File: src/rtl/gf_clmul_seq.sv
// Sequential carry-less (GF(2) polynomial) multiplier: one shift-and-XOR step per cycle.
// Optional macro GF_CLMUL_EARLY_EXIT_EN ends the iteration once the multiplier is exhausted.
module gf_clmul_seq #(
   parameter int DATA_WIDTH = 64
) (
   input  logic                            clk,
   input  logic                            rst,
   input  logic                            in_valid,
   output logic                            in_ready,
   input  logic [DATA_WIDTH-1:0]           op_a,
   input  logic [DATA_WIDTH-1:0]           op_b,
   input  logic [$clog2(DATA_WIDTH):0]     polyn_grade_in,
   output logic                            out_valid,
   input  logic                            out_ready,
   output logic [2*DATA_WIDTH-1:0]         reduc_in,
   output logic [$clog2(DATA_WIDTH):0]     polyn_grade,
   output logic                            busy
);

   localparam int GW = $clog2(DATA_WIDTH) + 1;

   typedef enum logic [1:0] {IDLE, RUN, DONE} state_t;

   state_t                    state, state_nxt;
   logic [2*DATA_WIDTH-1:0]   a_q;
   logic [2*DATA_WIDTH-1:0]   acc_q;
   logic [DATA_WIDTH-1:0]     b_q;
   logic [GW-1:0]             cnt_q;
   logic [GW-1:0]             grade_q;
   logic                      run_end;
   logic                      accept;
   logic                      release_out;

   // run_end is evaluated after the iteration that completes the product,
   // so the RUN->DONE transition costs one extra edge beyond the iterations.
   always_comb begin
`ifdef GF_CLMUL_EARLY_EXIT_EN
      run_end = (cnt_q == GW'(DATA_WIDTH)) || ((cnt_q != '0) && (b_q == '0));
`else
      run_end = (cnt_q == GW'(DATA_WIDTH));
`endif
   end

   assign accept      = (state == IDLE) && in_valid;
   assign release_out = (state == DONE) && out_ready;

   always_comb begin
      state_nxt = state;
      case (state)
         IDLE:    if (accept)      state_nxt = RUN;
         RUN:     if (run_end)     state_nxt = DONE;
         DONE:    if (release_out) state_nxt = IDLE;
         default:                  state_nxt = IDLE;
      endcase
   end

   always_ff @(posedge clk or posedge rst) begin
      if (rst) state <= IDLE;
      else     state <= state_nxt;
   end

   always_ff @(posedge clk or posedge rst) begin
      if (rst) begin
         a_q     <= '0;
         b_q     <= '0;
         acc_q   <= '0;
         cnt_q   <= '0;
         grade_q <= '0;
      end else if (accept) begin
         a_q     <= {{DATA_WIDTH{1'b0}}, op_a};
         b_q     <= op_b;
         acc_q   <= '0;
         cnt_q   <= '0;
         grade_q <= polyn_grade_in;
      end else if ((state == RUN) && !run_end) begin
         if (b_q[0]) acc_q <= acc_q ^ a_q;
         a_q   <= a_q << 1;
         b_q   <= b_q >> 1;
         cnt_q <= cnt_q + GW'(1);
      end
   end

   assign in_ready    = (state == IDLE);
   assign out_valid   = (state == DONE);
   assign busy        = (state != IDLE);
   assign reduc_in    = acc_q;
   assign polyn_grade = grade_q;

endmodule

File: config.mk
export PLATFORM = sky130hd
export DESIGN_NAME = gf_clmul_seq
export DESIGN_NICKNAME = d
export VERILOG_FILES = /design/src/rtl/gf_clmul_seq.sv
export SDC_FILE = /design/constraint.sdc
export NUM_CORES = 1
export LEC_CHECK = 0
export ABC_AREA = 1
export BUFFER_PORTS_ARGS = -buffer_cell sky130_fd_sc_hd__clkbuf_2
export CORE_ASPECT_RATIO = 0.8
export CORE_MARGIN = 3
export CORE_UTILIZATION = 55
export DETAILED_ROUTE_END_ITERATION = 12
export PLACE_DENSITY = 0.79
export SETUP_SLACK_MARGIN = 0.15
export SYNTH_ARGS = -nofsm -noshare
export SYNTH_HDL_FRONTEND = slang
export SYNTH_SLANG_ARGS = --single-unit
File: constraint.sdc
create_clock -name clk -period 11 [get_ports clk]
set_input_delay 0.55 -clock clk [delete_from_list [all_inputs] [get_ports clk]]
set_output_delay 0.55 -clock clk [all_outputs]
set_load 0.02 [all_outputs]
==> insert_results.sql <==
INSERT INTO impl_metrics (metric_group, metric, value, unit) VALUES
('worst_setup_path', 'stage_delay_of_the_slowest_cell_on_the_critical_path', '0.81', 'ns'),
('sta', 'setup_total_negative_slack', '0', 'ns'),
('sta', 'finalClockSkew', '0.0146', 'ns'),
('sta', 'grt_setup_unrepaired', 'no', ''),
('worst_setup_path', 'reg2reg_slack', '7.48', 'ns'),
('clock_network', 'cts.reportedPaths.clkPinSlew', '0.07', 'ns'),
('clock_network', 'max-clock-path-buffers', '3', ''),
('sta', 'finalWorstPathRequiredPeriod', '3.52', 'ns'),
('clock_network', 'ctsHoldBuffers', '0', ''),
('global_route', 'vias_in_the_first_global_route', '12000', ''),
('clock_network', 'cts_setup_buffers', '0', ''),
('yosys', 'synth_cell_types', '25', ''),
('route', 'remaining_drc_errors', '0', ''),
('final_layout', 'final_layout_size_suffix_gt1_share', '16.8', '%'),
('die', 'placement_rows', '54', ''),
('yosys', 'synth_top_area_cell', 'sky130_fd_sc_hd__dfrtp_1', ''),
('route', 'drt_iter0_drc', '1040', ''),
('yosys', 'synth_largest_type_area_fraction', '53.5', '%'),
('yosys', 'synth-warning-count', '0', ''),
('worst_setup_path', 'cpLargestDelayFamily', 'simple AND/OR/NAND/NOR gates', ''),
('worst_setup_path', 'critical_path_depth', '11', ''),
('die', 'coreArea', '27700', 'sq um'),
('yosys', 'synth_sequential_area_ratio', '53.5', '%'),
('clock_network', 'cts_num_sinks', '336', ''),
('clock_network', 'cts.repair.resized', '0', ''),
('job', 'max-cap-violations', '0', ''),
('yosys', 'async_reset_ff_share', '100', '%'),
('route', 'drt_first_pass_iters', '5', ''),
('yosys', 'synth_top_cells_by_area', 'sky130_fd_sc_hd__dfrtp_1 54%, sky130_fd_sc_hd__nand2_1 7.2%, sky130_fd_sc_hd__xnor2_1 7.1%', ''),
('worst_setup_path', 'path_buf_inv', '4', ''),
('sta', 'max_slew.worst_pin.slew', '1.25', 'ns'),
('yosys', 'netlist_top_cells_count', '336 x sky130_fd_sc_hd__dfrtp_1, 300 x sky130_fd_sc_hd__nand2_1, 262 x sky130_fd_sc_hd__inv_1', ''),
('worst_setup_path', 'reg2reg_from', 'cnt_q[0]', ''),
('die', 'die_height', '157', 'um'),
('outcome', 'outcome', 'finished, final reports clean', ''),
('worst_setup_path', 'path_common_cell', 'sky130_fd_sc_hd__nand2_1', ''),
('sta', 'setup-violations-final', '0', ''),
('route', 'detail-route-antenna-nets', '0', ''),
('clock_network', 'tritoncts', 'done', ''),
('yosys', 'syn_avg_cell_area', '8.41', 'sq um'),
('global_route', 'grt_antenna_before_repair', '0', ''),
('sta', 'final_hold_viol_count', '0', ''),
('worst_setup_path', 'r2r_cells', '11', ''),
('clock_network', 'library_cell_used_as_clock_root_buffer', 'sky130_fd_sc_hd__clkbuf_16', ''),
('placement', 'gp_routability_congestion', '0.827', ''),
('sta', 'final_cycle_utilization_of_the_critical_path', '32.0', '%'),
('final_layout', 'regArea', '8410', 'sq um'),
('final_layout', 'final_nets', '2217', ''),
('route', 'vias_per_cell', '5.11', ''),
('yosys', 'synthesis.nets', '2009', ''),
('worst_setup_path', 'path_class', 'register to register', ''),
('final_layout', 'nFillCells', '2280', ''),
('route', 'vias', '12600', ''),
('worst_setup_path', 'largest_fanout_of_any_net_on_the_critical_path', '129', ''),
('global_route', 'grtUsageTotal', '22.8', '%'),
('die', 'initial_core_utilization', '56.7', '%'),
('worst_setup_path', 'setup.worst_path.end_class', 'register', ''),
('die', 'fp.dieArea', '30600', 'sq um'),
('worst_setup_path', 'cp-startpoint', 'cnt_q[0]', ''),
('worst_setup_path', 'worst_ep_required', '11.42', 'ns'),
('sta', 'max_clock_freq', '284', 'MHz'),
('global_route', 'grt_start_max_net_pins', '209', ''),
('final_layout', 'areaGrowthSynthToFinish', '16.3', '%'),
('sta', 'slew-limit-headroom', '16.8', '%'),
('sta', 'maxSlewViolCount', '0', ''),
('yosys', 'leading_register_cell_type_out_of_synthesis', 'sky130_fd_sc_hd__dfrtp_1', ''),
('placement', 'dpl.hpwl', '22200', 'um'),
('power', 'largest_vdd_supply_drop', '0.198', 'mV'),
('global_route', 'grt_pass1_wl', '58900', 'um'),
('yosys', 'synth_enable_flop_cells', '0', ''),
('final_layout', 'multi_input_area', '5710', 'sq um');
==> sequential cells by signal, indices dropped and copies added, names as in the netlist <==
name and count:
state 2, reduc_in 128, b_q 64, cnt_q 7
a_q 128, polyn_grade 7
==> power by group <==
part / total [mW] / switching (mW) / internal (mW)
logic: 2.21 / 1.39 / 0.820
registers: 2.19 / 0.429 / 1.76
clock network: 1.25 / 0.480 / 0.771
total: 5.66 / 2.30 / 3.36
==> cell type report <==
| type | instances | area share [%] |
|---|---|---|
| sequential | 336 | 46.0 |
| timing repair buffer | 284 | 7.96 |
| clock inverter | 14 | 1.11 |
| clock buffer | 47 | 5.60 |
| inverter | 266 | 5.54 |
| multi-input combinational | 1153 | 31.3 |
| tap | 364 | 2.49 |
==> kinds of logic (layout without fill, tap and decap cells) <==
family / count (synthesis) / count (layout) / synth area share [%]
simple gates: 638 / 638 / 16.6
compound gates: 383 / 383 / 12.2
buf+inv: 379 / 611 / 10.3
flops: 336 / 336 / 53.5
xor+xnor: 130 / 130 / 7.25
fa+ha+maj: 2 / 2 / 0.159
==> per-layer routing <==
| layer | share of wire [%] | track usage, % |
|---|---|---|
| met3 | 5.9 | 4.22 |
| met5 | 0 | 0 |
| met1 | 45 | 32.5 |
| met4 | 2.4 | 6.72 |
| met2 | 46 | 36.1 |
==> worst min-delay path by stage <==
stage / slack [ns] / depth (start not counted) / end
2_1_floorplan: 0.44 / 2 / b_q[62]
3_3_place_gp: 0.46 / 2 / b_q[62]
3_5_place_dp: 0.46 / 2 / b_q[56]
4_1_cts: 0.22 / 2 / state[1]
5_1_grt: 0.23 / 3 / polyn_grade[5]
6_report: 0.19 / 2 / reduc_in[53]
==> cells in the final DEF, fill, tap and decap left out, types with 8 or more instances in the layout <==
cell type / count
sky130_fd_sc_hd__o21ai_1: 71
sky130_fd_sc_hd__clkbuf_16: 37
sky130_fd_sc_hd__nand3_1: 133
sky130_fd_sc_hd__nand2_1: 300
sky130_fd_sc_hd__nor2_1: 196
sky130_fd_sc_hd__clkinv_2: 8
sky130_fd_sc_hd__clkbuf_2: 276
sky130_fd_sc_hd__a21oi_1: 126
sky130_fd_sc_hd__inv_1: 261
sky130_fd_sc_hd__dfrtp_1: 336
sky130_fd_sc_hd__xnor2_1: 128
sky130_fd_sc_hd__o21ai_0: 183
==> metrics by stage <==
stage / instance area [sq um] / hold WS [ns] / power [mW] / setup slack, ns / instances
final: 18300 / 0.191 / 5.66 / 7.48 / 2464
after global routing: 18300 / 0.231 / 6.13 / 7.12 / 2464
after CTS: 18300 / 0.216 / 5.70 / 7.51 / 2464
after detailed placement: 17000 / 0.465 / 4.41 / 7.54 / 2403
after global placement: 17000 / 0.462 / 4.29 / 7.71 / 2403
after floorplan: 15700 / 0.442 / 3.91 / 1.14 / 1868
(Power assumes the default switching activity.)
